<file path="src/rtl/tile_sequencer_pkg.sv">
// Shared definitions for the tile sequencer and the datapath blocks it drives:
// top-level state codes and default tile geometry.
package tile_sequencer_pkg;

    localparam int unsigned CNT_W   = 8;
    localparam int unsigned TM      = 4;
    localparam int unsigned TN      = 16;
    localparam int unsigned STATE_W = 3;
    localparam int unsigned NUM_D_W = 4;

    // Codes are fixed; loaders and PE array decode top_level_state directly.
    typedef enum logic [STATE_W-1:0] {
        ST_IDLE    = 3'd0,
        ST_LOAD_F  = 3'd1,
        ST_LOAD_W  = 3'd2,
        ST_COMPUTE = 3'd3,
        ST_WRITEB  = 3'd4,
        ST_DONE    = 3'd5,
        ST_CLR_W   = 3'd6
    } state_e;

endpackage

</file>
<file path="src/rtl/tile_sequencer.sv">
// Layer-level sequencer: walks output/input channel tiles through feature load,
// weight clear/load, compute and writeback, broadcasting the phase as a state code.
module tile_sequencer #(
    parameter int unsigned CNT_W = tile_sequencer_pkg::CNT_W,
    parameter int unsigned TM    = tile_sequencer_pkg::TM,
    parameter int unsigned TN    = tile_sequencer_pkg::TN
) (
    input  logic             clk,
    input  logic             rst,
    input  logic             start,
    input  logic [CNT_W-1:0] cfg_m_last,
    input  logic [CNT_W-1:0] cfg_n_last,
    input  logic [3:0]       cfg_num_d,
    input  logic             fl_done,
    input  logic             wl_finish_flg,
    input  logic             pe_done,
    input  logic             wb_done,
    output logic [2:0]       top_level_state,
    output logic [3:0]       num_d,
    output logic             wl_rst,
    output logic             acc_first,
    output logic [CNT_W-1:0] m_idx,
    output logic [CNT_W-1:0] n_idx,
    output logic             busy,
    output logic             layer_done
);

    import tile_sequencer_pkg::*;

    // Tile geometry is only consumed downstream; reject degenerate builds early.
    if (TM == 0 || TN == 0) begin : g_bad_tile
        $error("tile_sequencer: TM and TN must be non-zero");
    end

    state_e             state;
    state_e             state_nxt;
    logic [CNT_W-1:0]   m_last;
    logic [CNT_W-1:0]   n_last;
    logic [CNT_W-1:0]   m_last_nxt;
    logic [CNT_W-1:0]   n_last_nxt;
    logic [CNT_W-1:0]   m_nxt;
    logic [CNT_W-1:0]   n_nxt;
    logic [NUM_D_W-1:0] num_d_nxt;
    logic               wl_rst_nxt;
    logic               acc_first_nxt;
    logic               busy_nxt;
    logic               layer_done_nxt;

    assign top_level_state = state;

    // State, latched config, indices and phase flags.
    always_ff @(posedge clk) begin
        if (rst) begin
            state      <= ST_IDLE;
            m_last     <= '0;
            n_last     <= '0;
            num_d      <= '0;
            m_idx      <= '0;
            n_idx      <= '0;
            wl_rst     <= 1'b0;
            acc_first  <= 1'b0;
            busy       <= 1'b0;
            layer_done <= 1'b0;
        end else begin
            state      <= state_nxt;
            m_last     <= m_last_nxt;
            n_last     <= n_last_nxt;
            num_d      <= num_d_nxt;
            m_idx      <= m_nxt;
            n_idx      <= n_nxt;
            wl_rst     <= wl_rst_nxt;
            acc_first  <= acc_first_nxt;
            busy       <= busy_nxt;
            layer_done <= layer_done_nxt;
        end
    end

    // Next state; done pulses are only looked at in their own phase.
    always_comb begin
        state_nxt  = state;
        m_last_nxt = m_last;
        n_last_nxt = n_last;
        num_d_nxt  = num_d;
        m_nxt      = m_idx;
        n_nxt      = n_idx;

        case (state)
            ST_IDLE: begin
                if (start) begin
                    m_last_nxt = cfg_m_last;
                    n_last_nxt = cfg_n_last;
                    num_d_nxt  = cfg_num_d;
                    m_nxt      = '0;
                    n_nxt      = '0;
                    state_nxt  = ST_LOAD_F;
                end
            end
            ST_LOAD_F: begin
                if (fl_done) begin
                    state_nxt = ST_CLR_W;
                end
            end
            ST_CLR_W: begin
                state_nxt = ST_LOAD_W;
            end
            ST_LOAD_W: begin
                if (wl_finish_flg) begin
                    state_nxt = ST_COMPUTE;
                end
            end
            ST_COMPUTE: begin
                if (pe_done) begin
                    if (n_idx == n_last) begin
                        n_nxt     = '0;
                        state_nxt = ST_WRITEB;
                    end else begin
                        n_nxt     = n_idx + CNT_W'(1);
                        state_nxt = ST_LOAD_F;
                    end
                end
            end
            ST_WRITEB: begin
                if (wb_done) begin
                    if (m_idx == m_last) begin
                        state_nxt = ST_DONE;
                    end else begin
                        m_nxt     = m_idx + CNT_W'(1);
                        state_nxt = ST_LOAD_F;
                    end
                end
            end
            ST_DONE: begin
                state_nxt = ST_IDLE;
            end
            default: begin
                state_nxt = ST_IDLE;
            end
        endcase

        // Flags are registered alongside the state they describe.
        wl_rst_nxt     = (state_nxt == ST_CLR_W);
        acc_first_nxt  = (state_nxt == ST_COMPUTE) && (n_nxt == '0);
        busy_nxt       = (state_nxt != ST_IDLE);
        layer_done_nxt = (state_nxt == ST_DONE);
    end

endmodule

</file>
<file path="config.mk">
export PLATFORM = sky130hd
export DESIGN_NAME = tile_sequencer
export DESIGN_NICKNAME = d
export VERILOG_FILES = /design/src/rtl/tile_sequencer_pkg.sv /design/src/rtl/tile_sequencer.sv
export SDC_FILE = /design/constraint.sdc
export NUM_CORES = 1
export LEC_CHECK = 0
export BUFFER_PORTS_ARGS = -buffer_cell sky130_fd_sc_hd__buf_2
export CORE_MARGIN = 4
export CORE_UTILIZATION = 53
export DETAILED_ROUTE_END_ITERATION = 8
export PLACE_DENSITY_LB_ADDON = 0.12
export SYNTH_ARGS = -nofsm -noshare
export SYNTH_HDL_FRONTEND = slang
export SYNTH_SLANG_ARGS = --single-unit
export TNS_END_PERCENT = 20
</file>
<file path="constraint.sdc">
create_clock -name clk -period 2 [get_ports clk]
set_input_delay 0.1 -clock clk [delete_from_list [all_inputs] [get_ports clk]]
set_output_delay 0.1 -clock clk [all_outputs]
set_load 0.05 [all_outputs]
</file>
==> impl_metrics.ini, run 1 <==
[yosys]
yosysUniqueCellTypes = 53
synth_edf_count = 0
seq_area_frac_synth_pct = 38.2
synth_warnings = 0
syn-instance-count = 278
synth_area_um2 = 2250
avgSynthCellArea_um2 = 8.10
ys.flop_type = dfxtp_1
ys_ff_latch = 43
syn_nets = 307
async_flop_share_pct = 0

[clocking]
cts_tree = built
clockBufferDepth = 2
clkLatencyLatePin_ns = 0.29
htree_levels = 2
post_cts_buffers = 0
path_clk_slew_ns = 0.08
cts_made_buffers = 5
cts-root-buf = clkbuf_8
clock_sinks = 43

[pwr]
clkPwrFrac_pct = 27.7
swShare_pct = 32.4
power_density_nw_per_um2 = 730
pwr-share-seq_pct = 48.9
leakagePower_nw = 1.16
p_sw_uw = 630
ir_drop_v = 0.000491
internal-power_mw = 1.31
comb_power_share_pct = 23.3

[routing]
ant_nets = 0
met2_length_um = 2360
wirelength_um = 5330
post_drt_wl_per_cell_um = 14.0
vias = 2061
drc = 0
dr.pass1.iters = 5
via_per_inst = 5.42
routed.top_layer = met4
wl_met1_um = 2550
drtIter0Drc = 204
met3WireLength_um = 388

[sta]
fin_crit_ns = 1.86
setup_viol = 0
timing.fmax_ghz = 0.539
slew_headroom_pct = 69.2
finalHoldViolations = 0
holdWs_ns = 0.0391
fin_crit_sh_pct = 92.8
skew_ns = 0.00508
slew_violations = 0
worstMarginPinSlew_ns = 0.461
rsz0062_at_grt = no

[setup_path]
critical_path_class = reg2reg
cp-end-kind = flip-flop
reg2reg_slack_ns = 0.14
critical_path_arrival_ns = 2.05
cpPeakStageDelay_ns = 0.44
worstPathRequired_ns = 2.19
startpoint_type = flip-flop
cp_slowest_cell = dfxtp_2
crit_chain = xor2_1 > nor4_4 > a21oi_2 > a211o_1 > a2111oi_2
r2r-start = n_idx[5]$_SDFF_PP0_
path_max_fanout = 10
ff2ff_path_depth = 5
worstReg2RegEnd = acc_first$_SDFF_PP0_
cp-startpoint = n_idx[5]$_SDFF_PP0_

[placement]
port_buffers = 53
dp_hpwl_um = 3970
gp_congestion = 0.933
place_area_um2 = 2570

[run]
cap_violations = 0

[global_routing]
grt_overflow = 0
grt_pass1_wl_um = 9030
antenna_found_initial = 0
grt_max_degree = 24
grt_pass1_vias = 1888
track_usage_pct = 21.2

[floorplan]
rows = 23
die_area_um2 = 5360
initial_core_util_pct = 55.5
design.core.area_um2 = 4060
die-height_um = 73.2
fp.dieW_um = 73.2
io_pins = 54

[min_path]
hold_start = cfg_m_last[7]
holdPathEnd = m_last[7]$_SDFFE_PP0P_
hold_depth = 3
hold_class = in2reg

[cells_and_area]
stdcell_area_um2 = 2660
nNetsFinal = 358
fin_util_pct = 65.6
diodes = 0
syn_to_final_growth_pct = 18.2
drive_gt1_share_pct = 27.3

[status]
run_status = completed
## registers in the layout, summed over array words and instances, names as in the netlist
signal and cells:
acc_first 1, busy 1, layer_done 1, m_idx 8, m_last 8, n_idx 8
n_last 8, num_d 4, top_level_state 3, wl_rst 1
## final cells by class
class | count | area (um^2)
clock buffers | 6 | 72.6
clock inverters | 2 | 12.5
fillers | 362 | 1400
inverters | 3 | 11.3
multi-input cells | 213 | 1290
flip-flops and latches | 43 | 871
well taps | 50 | 62.6
repair buffers | 63 | 340
## power by group through the flow
| stage | clock [mW] | sequential (mW) | combinational (mW) |
|---|---|---|---|
| floorplan | 0 | 1.02 | 0.282 |
| global placement | 0 | 0.969 | 0.451 |
| detailed placement | 0 | 0.972 | 0.453 |
| CTS | 0.560 | 0.951 | 0.454 |
| global route | 0.594 | 0.960 | 0.496 |
| finish | 0.539 | 0.951 | 0.454 |
## timing repair
| item | in CTS | in global routing |
|---|---|---|
| hold buffers | 0 | 0 |
| gates resized for setup | 0 | 1 |
| setup endpoints to repair | 0 | 2 |
## cells in the final DEF, fill, tap and decap left out, drive strengths merged, types with 2 or more instances in the layout
| cell type | count |
|---|---|
| a21o | 4 |
| a21oi | 34 |
| a311oi | 2 |
| a31o | 2 |
| and2 | 4 |
| and3 | 2 |
| buf | 63 |
| clkbuf | 6 |
| dfxtp | 43 |
| ha | 2 |
| inv | 3 |
| mux2i | 3 |
| nand2 | 60 |
| nand3 | 5 |
| nand3b | 5 |
| nand4 | 8 |
| nor2 | 12 |
| nor2b | 3 |
| nor3 | 4 |
| nor4 | 5 |
| o21a | 2 |
| o21ai | 9 |
| or2 | 2 |
| or3 | 6 |
| xnor2 | 9 |
| xor2 | 9 |
## metal layers
metal / track usage (%) / vias up
met4: 7.17 / 0
li1: - / 1072
met2: 29.1 / 73
met5: 0 / -
met1: 32.2 / 914
met3: 4.68 / 2
## kinds of logic (layout without fill, tap and decap cells)
group,after synthesis,count (layout),synth area share [%]
AOI/OAI and AO/OA,67,67,18.7
xor gates and xnor gates,18,18,7.33
adders and majority gates,2,2,1.11
buffers and inverters,22,74,4.83
DFF,43,43,38.2
muxes,4,4,1.83
and+or+nand+nor,122,122,27.9
## Yosys cell counts (2+ instances only)
| master | instances | share of area (%) |
|---|---|---|
| nand2_1 | 60 | 10 |
| dfxtp_1 | 43 | 38 |
| a21oi_1 | 33 | 7.3 |
| nor2_1 | 12 | 2.0 |
| clkbuf_1 | 10 | 1.7 |
| o21ai_0 | 9 | 2.0 |
| xnor2_1 | 9 | 3.5 |
| nand4_1 | 8 | 2.2 |
| xor2_1 | 8 | 3.1 |
| buf_2 | 6 | 1.3 |
| or3_1 | 6 | 1.7 |
| nand3_1 | 5 | 1.1 |
| nand3b_1 | 5 | 1.7 |
| a21o_1 | 4 | 1.3 |
| nor3_1 | 4 | 0.89 |
| and2_1 | 3 | 0.83 |
| inv_1 | 3 | 0.50 |
| mux2i_1 | 3 | 1.3 |
| nor2b_1 | 3 | 0.83 |
| nor4_1 | 3 | 0.83 |
| a311oi_1 | 2 | 0.78 |
| a31o_2 | 2 | 0.78 |
| and3_1 | 2 | 0.56 |
| buf_6 | 2 | 1.0 |
| ha_1 | 2 | 1.1 |
| nor4_4 | 2 | 1.9 |
| o21a_1 | 2 | 0.67 |
| or2_2 | 2 | 0.56 |
## metrics by stage
stage	total power, mW	setup WS (ns)	TNS, ns	cells
after floorplan	1.31	-0.0361	-0.0361	278
after global placement	1.42	0.216	0	372
after detailed placement	1.42	0.116	0	372
after CTS	1.97	0.0987	0	380
after global routing	2.05	0.0116	0	380
final	1.94	0.143	0	380
## worst max-delay path, delay by kind of cell, from the launching register on
family | cells | cell delay (ns)
xor+xnor | 1 | 0.13
simple gates | 1 | 0.41
flops | 1 | 0.44
compound gates | 3 | 0.78
## worst max-delay path by stage
stage,to,slack (ns),cells past startpoint
after global routing,acc_first$_SDFF_PP0_,0.01,5
after global placement,n_idx[2]$_SDFF_PP0_,0.22,4
after CTS,acc_first$_SDFF_PP0_,0.1,5
after detailed placement,acc_first$_SDFF_PP0_,0.12,5
after floorplan,acc_first$_SDFF_PP0_,-0.04,5
final,acc_first$_SDFF_PP0_,0.14,5
(Power assumes the default switching activity.)
==> inputs of run 2 (changes only) <==
Settings changed: HOLD_SLACK_MARGIN set to 0.15.
==> run 2 against run 1 <==
Compared with the run above:
- clock power about the same
- non-clock buffer count rose by 21
- critical endpoint unchanged
- clock skew rose by 0.00099 ns
==> impl_metrics.ini, run 2 (synthesized netlist as in run 1, its figures left out) <==
[status]
run_status = completed

[sta]
finalHoldViolations = 0
timing.fmax_ghz = 0.539
rsz0062_at_grt = no
worstMarginPinSlew_ns = 0.467
slew_headroom_pct = 68.8
fin_crit_ns = 1.86
fin_crit_sh_pct = 92.8
skew_ns = 0.00607
setup_viol = 0
holdWs_ns = 0.176
slew_violations = 0
setup_ws_ns = 0.144

[pwr]
leakagePower_nw = 1.24
clkPwrFrac_pct = 27.2
ir_drop_v = 0.000485
comb_power_share_pct = 24.7
internal-power_mw = 1.34
p_sw_uw = 640
power.total_mw = 1.98
pwr-share-seq_pct = 48.1
swShare_pct = 32.3
power_density_nw_per_um2 = 690

[clocking]
cts_tree = built
clock_sinks = 43
clockBufferDepth = 2
path_clk_slew_ns = 0.08
cts-root-buf = clkbuf_8
post_cts_buffers = 0
htree_levels = 2
clkLatencyLatePin_ns = 0.29
cts_made_buffers = 5

[cells_and_area]
diodes = 0
drive_gt1_share_pct = 25.6
fin_util_pct = 70.8
nNetsFinal = 379
syn_to_final_growth_pct = 27.5
final_cell_mix = nand2_1 (60), buf_2 (53), dfxtp_1 (35)
final_common_cell = nand2_1
num-fill-cells = 325
finalNonFillerCells = 401

[global_routing]
track_usage_pct = 23.0
grt_pass1_vias = 2026
grt_overflow = 0
grt_max_degree = 24
grt_pass1_wl_um = 9780
antenna_found_initial = 0

[setup_path]
path_max_fanout = 10
startpoint_type = flip-flop
worstPathRequired_ns = 2.19
cp-end-kind = flip-flop
critical_path_arrival_ns = 2.05
critical_path_class = reg2reg

[routing]
post_drt_wl_per_cell_um = 14.3
ant_nets = 0
drc = 0
dr.pass1.iters = 4
wirelength_um = 5740
drtIter0Drc = 253
vias = 2174
via_per_inst = 5.42

[min_path]
hold_class = in2reg

[floorplan]
initial_core_util_pct = 55.5
fp.dieW_um = 73.2
die_area_um2 = 5360
design.core.area_um2 = 4060
rows = 23
die-height_um = 73.2
io_pins = 54

[placement]
dp_worst_setup_slack_ns = 0.116
dp.cells = 372
dp_hpwl_um = 3970
port_buffers = 53
gp_congestion = 0.933

[run]
cap_violations = 0
-- run 2: cell types whose count changed in the layout (fill, tap and decap cells not counted) --
cell           change
dlygate4sd3_1     +21
-- run 2: power groups by stage --
stage / clock network [mW] / registers (mW) / logic [mW]
3_5_place_dp: 0 / 0.972 / 0.453
3_3_place_gp: 0 / 0.969 / 0.451
5_1_grt: 0.598 / 0.960 / 0.532
4_1_cts: 0.560 / 0.951 / 0.485
6_report: 0.539 / 0.952 / 0.490
2_1_floorplan: 0 / 1.02 / 0.282
-- run 2: per-layer routing --
layer,vias up,track usage (%),wire (um)
met4,0,6.56,46
met1,977,33.5,2620
met3,5,4.96,377
met5,-,0,0
li1,1114,-,-
met2,78,34.2,2690
-- run 2: worst paths after layout --
kind	start	depth (start not counted)	to	slack, ns
setup / recovery	n_idx[5]$_SDFF_PP0_	5	acc_first$_SDFF_PP0_	0.14
hold / removal	pe_done	3	n_idx[1]$_SDFF_PP0_	0.18
setup reg to reg	n_idx[5]$_SDFF_PP0_	5	acc_first$_SDFF_PP0_	0.14
hold reg to reg	num_d[2]$_SDFFE_PP0P_	2	num_d[2]$_SDFFE_PP0P_	0.45
-- run 2: critical path, cell delays in order, from the launching register on --
cell and delay [ns]:
dfxtp_2 0.44, xor2_1 0.13, nor4_4 0.42, a21oi_2 0.09, a211o_1 0.33, a2111oi_2 0.35
-- run 2: cell type report --
| type | instances | area (um^2) | area share [%] |
|---|---|---|---|
| inverter | 3 | 11.3 | 0.392 |
| multi-input combinational | 213 | 1290 | 45.0 |
| clock buffer | 6 | 72.6 | 2.53 |
| tap | 50 | 62.6 | 2.18 |
| timing repair buffer | 84 | 551 | 19.2 |
| sequential | 43 | 871 | 30.3 |
| clock inverter | 2 | 12.5 | 0.436 |
-- run 2: timing repair --
item / 4_1_cts / 5_1_grt
resized for setup: 0 / 1
hold buffers: 21 / 0
endpoints found under the hold margin: 22 / 0
endpoints found under the setup margin: 0 / 2
-- run 2: through the flow --
step | setup TNS, ns | area (um^2)
after detailed placement | 0 | 2570
final | 0 | 2870
after global routing | 0 | 2870
after floorplan | -0.0361 | 2260
after CTS | 0 | 2870
after global placement | 0 | 2570
